## src/rtl/div_iter.sv

```systemverilog
// div_iter: iterative radix-2 restoring divider, signed/unsigned; DIV_FAST_SPECIAL_EN enables the divide-by-zero/overflow fast path
module div_iter #(
  parameter int W = 32
) (
  input  logic         i_clk,
  input  logic         i_rst,
  input  logic         i_start,
  input  logic         i_flush,
  input  logic         i_x_sign,
  input  logic         i_y_sign,
  input  logic [W-1:0] i_x,
  input  logic [W-1:0] i_y,
  output logic         o_busy,
  output logic         o_valid,
  output logic [W-1:0] o_quot,
  output logic [W-1:0] o_rem
);
  typedef enum logic [1:0] {IDLE, CALC, FIX, DONE} state_t;
  localparam logic [W-1:0] MIN_NEG = {1'b1, {(W-1){1'b0}}};
  state_t r_state, w_next;
  logic [W-1:0] r_x, r_y, r_ymag, r_q, r_acc, r_quot, r_rem;
  logic r_xs, r_ys;
  logic [$clog2(W)-1:0] r_cnt;
  logic w_xneg_in, w_yneg_in, w_xneg, w_yneg, w_yzero, w_ovf, w_ge;
  logic [W-1:0] w_xmag, w_ymag, w_fq, w_fr;
  logic [W:0] w_sh, w_diff;
  assign w_xneg_in = i_x_sign & i_x[W-1];
  assign w_yneg_in = i_y_sign & i_y[W-1];
  assign w_xmag = w_xneg_in ? -i_x : i_x;
  assign w_ymag = w_yneg_in ? -i_y : i_y;
  assign w_xneg = r_xs & r_x[W-1];
  assign w_yneg = r_ys & r_y[W-1];
  assign w_yzero = r_y == '0;
  assign w_ovf = r_xs & r_ys & (r_x == MIN_NEG) & (r_y == '1);
  assign w_sh = {r_acc, r_q[W-1]};
  assign w_diff = w_sh - {1'b0, r_ymag};
  assign w_ge = !w_diff[W];
  assign w_fq = w_yzero ? '1 : w_ovf ? r_x : (w_xneg ^ w_yneg) ? -r_q : r_q;
  assign w_fr = w_yzero ? r_x : w_ovf ? '0 : w_xneg ? -r_acc : r_acc;
  assign o_quot = r_quot;
  assign o_rem = r_rem;
  // state register
  always_ff @(posedge i_clk) begin
    if (i_rst) r_state <= IDLE;
    else r_state <= w_next;
  end
  // next-state and status outputs; flush always returns to IDLE
  always_comb begin
    w_next = r_state;
    o_busy = r_state != IDLE;
    o_valid = r_state == DONE;
    if (i_flush) w_next = IDLE;
    else
      case (r_state)
        IDLE: if (i_start)
`ifdef DIV_FAST_SPECIAL_EN
          w_next = ((i_y == '0) | (i_x_sign & i_y_sign & (i_x == MIN_NEG) & (i_y == '1))) ? FIX : CALC;
`else
          w_next = CALC;
`endif
        CALC: w_next = (r_cnt == '0) ? FIX : CALC;
        FIX:  w_next = DONE;
        default: w_next = IDLE;
      endcase
  end
  // operand capture, one quotient bit per CALC cycle, sign fix-up into result registers
  always_ff @(posedge i_clk) begin
    if (i_rst) begin
      r_cnt <= '0;
      r_quot <= '0;
      r_rem <= '0;
    end else if (!i_flush)
      case (r_state)
        IDLE: if (i_start) begin
          r_x <= i_x;
          r_y <= i_y;
          r_xs <= i_x_sign;
          r_ys <= i_y_sign;
          r_q <= w_xmag;
          r_ymag <= w_ymag;
          r_acc <= '0;
          r_cnt <= $clog2(W)'(W - 1);
        end
        CALC: begin
          r_acc <= w_ge ? w_diff[W-1:0] : w_sh[W-1:0];
          r_q <= {r_q[W-2:0], w_ge};
          r_cnt <= r_cnt - 1'b1;
        end
        FIX: begin
          r_quot <= w_fq;
          r_rem <= w_fr;
        end
        default: ;
      endcase
  end
endmodule

```

## config.mk

```make
export PLATFORM = sky130hd
export DESIGN_NAME = div_iter
export DESIGN_NICKNAME = d
export VERILOG_FILES = /design/src/rtl/div_iter.sv
export SDC_FILE = /design/constraint.sdc
export NUM_CORES = 1
export LEC_CHECK = 0
export CORE_MARGIN = 1
export CORE_UTILIZATION = 45
export CTS_BUF_LIST = sky130_fd_sc_hd__clkbuf_8 sky130_fd_sc_hd__clkbuf_16
export DETAILED_ROUTE_END_ITERATION = 16
export GPL_TIMING_DRIVEN = 0
export PLACE_DENSITY = 0.66
export SLEW_MARGIN = 0
export SYNTH_ARGS = -nofsm -noshare
export SYNTH_HDL_FRONTEND = slang
export SYNTH_SLANG_ARGS = --single-unit
export TNS_END_PERCENT = 5
```

## constraint.sdc

```tcl
create_clock -name i_clk -period 13.7 [get_ports i_clk]
set_clock_uncertainty 0.2 [all_clocks]
set_input_delay 2.74 -clock i_clk [delete_from_list [all_inputs] [get_ports i_clk]]
set_output_delay 2.74 -clock i_clk [all_outputs]
set_load 0.005 [all_outputs]
```

# Word level (Yosys, flattened, before mapping)

Cells that the tools add are included.

Memories kept: 0
Memory bits (writable): 0
Input bits: 70
Output and inout port bits: 66
Flip-flop bits (word level): 233
Latch bits: 0
Memory bits (read-only): 0

$mul: 0
Bitwise gates (word level): 10
Div/mod/pow operators: 0
$lt $le $gt $ge: 0
Shift-type cells: 0
Muxes and demuxes: 18
Reductions and logical operators: 11
Eq/ne operators: 6
Add/subtract/negate cells: 6

Operators with widths:

| cell                                                 | number |
|---|---|
| 2-to-1 mux 32 bit                                    | 11 |
| negation 32 bit                                      | 4 |
| case mux 32 bit (2 select lines)                     | 2 |
| equality test 32 bit (second input constant)         | 2 |
| subtractor 33 x 32 -> 33 bit                         | 1 |
| logical NOT 32 bit                                   | 1 |
| case mux 5 bit (2 select lines)                      | 1 |
| AND reduction 4 bit                                  | 2 |
| bitwise AND 1 bit                                    | 7 |
| case mux 2 bit (3 select lines)                      | 1 |
| logical NOT 5 bit                                    | 1 |
| 2-to-1 mux 5 bit                                     | 1 |
| subtractor 5 x 1 -> 5 bit (second input constant)    | 1 |
| equality test 2 bit (second input constant)          | 2 |
| 2-to-1 mux 2 bit                                     | 2 |
| nonzero test 2 bit                                   | 2 |
| AND reduction 3 bit                                  | 1 |
| equality test 2 x 1 -> 1 bit (second input constant) | 1 |
| logical NOT 2 bit                                    | 1 |
| != test 2 bit (second input constant)                | 1 |
| inverter 1 bit                                       | 2 |
| AND reduction 2 bit                                  | 1 |
| OR reduction 2 bit                                   | 1 |
| logical NOT 1 bit                                    | 1 |
| bitwise XOR 1 bit                                    | 1 |

# Depth between registers and ports, before layout

Depth in word-level cells: 5
Depth in mapped cells: 13
Depth with buffers taken out: 12

# Worst setup path before layout

OpenSTA, ideal clock, no wires.

Path kind: input -> register
Start: input port i_rst
End: register r_x[0] (enable)
Arrival: 9766 ps
Stages: 3
Data required time: 12829 ps
Path slack: 3063 ps
Path through: clkbuf_1 clkbuf_1 nor3_1

Cells in the longest elaborated chain, start to end: 2

Ends and longest elaborated chain:

| item                                 | RTL line | RTL |
|---|---|---|
| start: declaration                   | 6        | `input logic i_rst,` |
| inverter 1 bit (no source line)      | --       |  |
| AND reduction 4 bit (no source line) | --       |  |
| end signal: assignment               | 75       | `r_x <= i_x;` |
| end: declaration                     | 21       | `logic [W-1:0] r_x, r_y, r_ymag, r_q, r_acc, r_quot, r_rem;` |

Every way passes these cells.
A chain may end at the register's enable or synchronous reset.

# Final worst setup path

Start: input port i_y[4]
End: register r_ymag[30] (data pin)

Cells in the longest elaborated chain, start to end: 2

Ends and longest elaborated chain:

| item                   | RTL line | RTL |
|---|---|---|
| start: declaration     | 12       | `input logic [W-1:0] i_y,` |
| negation 32 bit        | 30       | `assign w_ymag = w_yneg_in ? -i_y : i_y;` |
| 2-to-1 mux 32 bit      | 30       |  |
| named net w_ymag[30]   | 25       | `logic [W-1:0] w_xmag, w_ymag, w_fq, w_fr;` |
| end signal: assignment | 80       | `r_ymag <= w_ymag;` |
| end: declaration       | 21       |  |

The timed path passes the listed nets, and every way through them passes these cells.

==> reports/metrics.cfg <==
[final_layout]
antenna-diode-count = 0
final-seq-area_um2 = 6260
area.growth.synth_to_final_pct = 21.7
finalNetCount = 1665
finish.utilization_pct = 55.9
fillCellCount = 2549
multi_input_comb_area_um2 = 6490
post_route_cells_drive_above_1_share_pct = 5.77

[critical_path]
path_max_fanout = 6
critical_path.startpoint_type = input port
worst_setup_path_end_kind = register
timing.critical_path.slowest_cell_delay_ps = 490
reg2reg_setup_slack_ps = 9570
path_class = in -> reg
worst_path_max_delay_cell = sky130_fd_sc_hd__clkdlybuf4s50_1
crit_chain = clkdlybuf4s50_1, nor4_1, nand2_1, nor4_1, nand2_1, nor3_1, nand2_1, o41ai_1, xnor2_1
gate_family_responsible_for_the_most_delay_along_the_worst_path = simple AND/OR/NAND/NOR gates
critical_path_buf_inv_count = 1
worst_path_arrival_time_ps = 5610
required_ps = 13770
worst_path_most_repeated_cell = sky130_fd_sc_hd__nand2_1

[timing]
worst_slew_margin_rel_pct = 40.3
timing.final.max_slew_violations = 0
setup_total_negative_slack_ps = 0
finalHoldViolCount = 0
fmax_ghz = 0.180
post-route-min-period_ps = 5540
grt_setup_unrepaired = no
fin_crit_sh_pct = 40.5
layout_setup_ws_ps = 8160
actual_slew_at_the_worst_max_slew_pin_ps = 887
setup_viol_count_final = 0

[pwr]
vdd_ir_drop_max_v = 0.0000944
report.power.total_uw = 1730
total_power_density_per_cell_area_nw_per_um2 = 107
power.static_leakage_uw = 0.00576

[flow_run]
cap_violations = 0

[clocking]
cts-resized-gates = 0
cts_setup_buffers = 0
clk_transition_reported_paths_ps = 60
cts_tree = built
clock_insertion_delay_at_the_later_pin_of_the_skew_report_ps = 540
root_buffer = sky130_fd_sc_hd__clkbuf_16
cts-root-to-sink-buffers = 3
cts-hold-fix-buffers = 0
cts.sinks = 232
cts_buffers = 27
h-tree-depth = 1

[synthesis]
syn-instance-count = 1379
cell_area_after_synthesis_um2 = 13200
syn-num-nets = 1487
post_synth_edffs = 161
yosys.cell_types.count = 68
postSynthRegisterBits = 232
synth_area_per_cell_um2 = 9.59
postSynth.asyncResetShare_pct = 0
synthesis.yosys.warnings = 0
synth_sequential_area_ratio_pct = 47.3
synthFlopType = sky130_fd_sc_hd__edfxtp_1

[outcome]
run_status = finished, final reports clean

[grt]
globalRouteOverflowTotal = 0
grt_start_max_net_pins = 14
global_route.usage.total_pct = 24.6
grt_pass1_wl_um = 58600
antenna_found_initial = 0
grt_pass1_vias = 10528

[floorplanning]
core_um2 = 28800
floorplan.die.width_um = 173
initial_utilization_pct = 45.9
num_io_pins = 136
floorplan.die_area_um2 = 30100
placementRows = 62
fp.dieH_um = 173

[drt]
postRouteAntennaNets = 0
viasPerCell = 5.71
wl_per_cell_um = 19.0
initialDrtViolationCount = 973
drt_pre_antenna_iters = 5
post-route-drc-count = 0
post_route_wl_um = 37200
via_count = 11197

[place]
port-buffer-count = 133
post-dp-hpwl_um = 29100
preCtsSetupSlack_ps = 7630
place_congestion = 0.892

[worst_hold_path]
holdCritPathClass = reg -> reg

-- through the flow --
stage | instance area, µm² | cells | hold WS (ps)
final | 16100 | 1961 | 299
after global routing | 16100 | 1961 | 329
after CTS | 16100 | 1961 | 298
after detailed placement | 15200 | 1912 | 286
after global placement | 15000 | 1896 | 264
after floorplan | 13200 | 1379 | 247
-- report_power, final --
group,switching [µW],total (µW),internal [µW]
clock network,293,714,421
logic,122,218,95.7
registers,19.4,796,777
-- Yosys cell counts, drive strengths merged, types with 2 or more instances --
master / count / area, µm²
nor3: 27 / 140
or3: 16 / 110
a21o: 11 / 82.6
and3: 4 / 25.0
o2111ai: 2 / 17.5
buf: 8 / 48.8
o31ai: 18 / 154
o21bai: 4 / 30.0
nand4: 16 / 100
or4: 9 / 71.3
or2: 7 / 46.3
a41oi: 2 / 17.5
xor2: 59 / 517
nand2: 106 / 398
and2: 8 / 50.1
inv: 58 / 218
o21ai: 115 / 579
nor2: 170 / 641
ha: 37 / 463
o21a: 7 / 52.6
edfxtp: 161 / 4830
a22oi: 28 / 215
a221oi: 4 / 35.0
a21boi: 4 / 30.0
a211oi: 34 / 255
nand2b: 10 / 62.6
nand3b: 3 / 22.5
a21oi: 102 / 510
clkbuf: 59 / 221
nor2b: 6 / 37.5
xnor2: 93 / 833
nor3b: 2 / 20.0
nor4: 37 / 244
dfxtp: 71 / 1420
nor4b: 3 / 32.5
a31oi: 10 / 68.8
nand3: 12 / 60.1
mux2i: 27 / 270
o41ai: 11 / 123
o31a: 2 / 17.5
o211ai: 8 / 60.1
-- area by class of cell --
cell class                 count  area share [%]
multi-input combinational   1022            40.3
sequential                   232            38.9
timing repair buffer         149            9.26
clock buffer                  32            4.84
tap                          384            2.99
buffer                        67            1.68
inverter                      58            1.35
clock inverter                17           0.669
-- per-layer routing --
| metal | part of all wire [%] | vias to the layer above | GRT usage [%] |
|---|---|---|---|
| met1 | 46 | 5324 | 35.6 |
| met3 | 7.3 | 61 | 3.64 |
| met5 | 0 | - | 0 |
| met4 | 2.8 | 0 | 7.52 |
| li1 | - | 5377 | - |
| met2 | 44 | 435 | 38.1 |
-- cells by family after synthesis --
family	after synthesis	share of synthesized area, %
buffers and inverters	125	3.69
xor gates and xnor gates	152	10.2
muxes	28	2.13
adders and majority gates	38	3.65
AOI/OAI and AO/OA	366	17.3
and+or+nand+nor	438	15.7
DFF	232	47.3
-- state kept, by name, summed over array words and instances (netlist names), 5 cells and up --
register / cells
o_quot: 32
o_rem: 32
r_acc: 32
r_cnt: 5
r_q: 32
r_x: 32
r_y: 32
r_ymag: 31
-- path summary, 6_finish.rpt --
check	from	to	cells after the start
hold / removal	r_cnt[0]	r_cnt[0]	1
setup / recovery	i_y[4]	r_ymag[30]	9
hold reg to reg	r_cnt[0]	r_cnt[0]	1
setup reg to reg	r_y[31]	o_rem[20]	9
-- placed cells by master (no fill, tap or decap), types with 25 or more instances in the layout --
cell / Yosys / layout
sky130_fd_sc_hd__nor2_1: 169 / 169
sky130_fd_sc_hd__edfxtp_1: 161 / 161
sky130_fd_sc_hd__clkdlybuf4s50_1: 0 / 133
sky130_fd_sc_hd__o21ai_0: 110 / 110
sky130_fd_sc_hd__nand2_1: 106 / 106
sky130_fd_sc_hd__a21oi_1: 102 / 102
sky130_fd_sc_hd__xnor2_1: 92 / 92
sky130_fd_sc_hd__dfxtp_1: 71 / 71
sky130_fd_sc_hd__inv_1: 58 / 60
sky130_fd_sc_hd__clkbuf_1: 59 / 59
sky130_fd_sc_hd__xor2_1: 59 / 59
sky130_fd_sc_hd__ha_1: 37 / 37
sky130_fd_sc_hd__nor4_1: 35 / 34
sky130_fd_sc_hd__a211oi_1: 34 / 34
sky130_fd_sc_hd__clkbuf_16: 0 / 30
sky130_fd_sc_hd__a22oi_1: 27 / 27
sky130_fd_sc_hd__mux2i_1: 27 / 27
sky130_fd_sc_hd__nor3_1: 26 / 25
-- worst register-to-register path, cell delays in order (launching register included) --
cell	delay (ps)
sky130_fd_sc_hd__edfxtp_1	410
sky130_fd_sc_hd__nand2_1	210
sky130_fd_sc_hd__or4_1	550
sky130_fd_sc_hd__nor3_1	500
sky130_fd_sc_hd__nand4_1	650
sky130_fd_sc_hd__nor2b_1	370
sky130_fd_sc_hd__clkbuf_1	260
sky130_fd_sc_hd__clkbuf_1	300
sky130_fd_sc_hd__a22oi_1	410
sky130_fd_sc_hd__a211oi_1	140
Note: power is estimated with default switching activity, not from simulation.
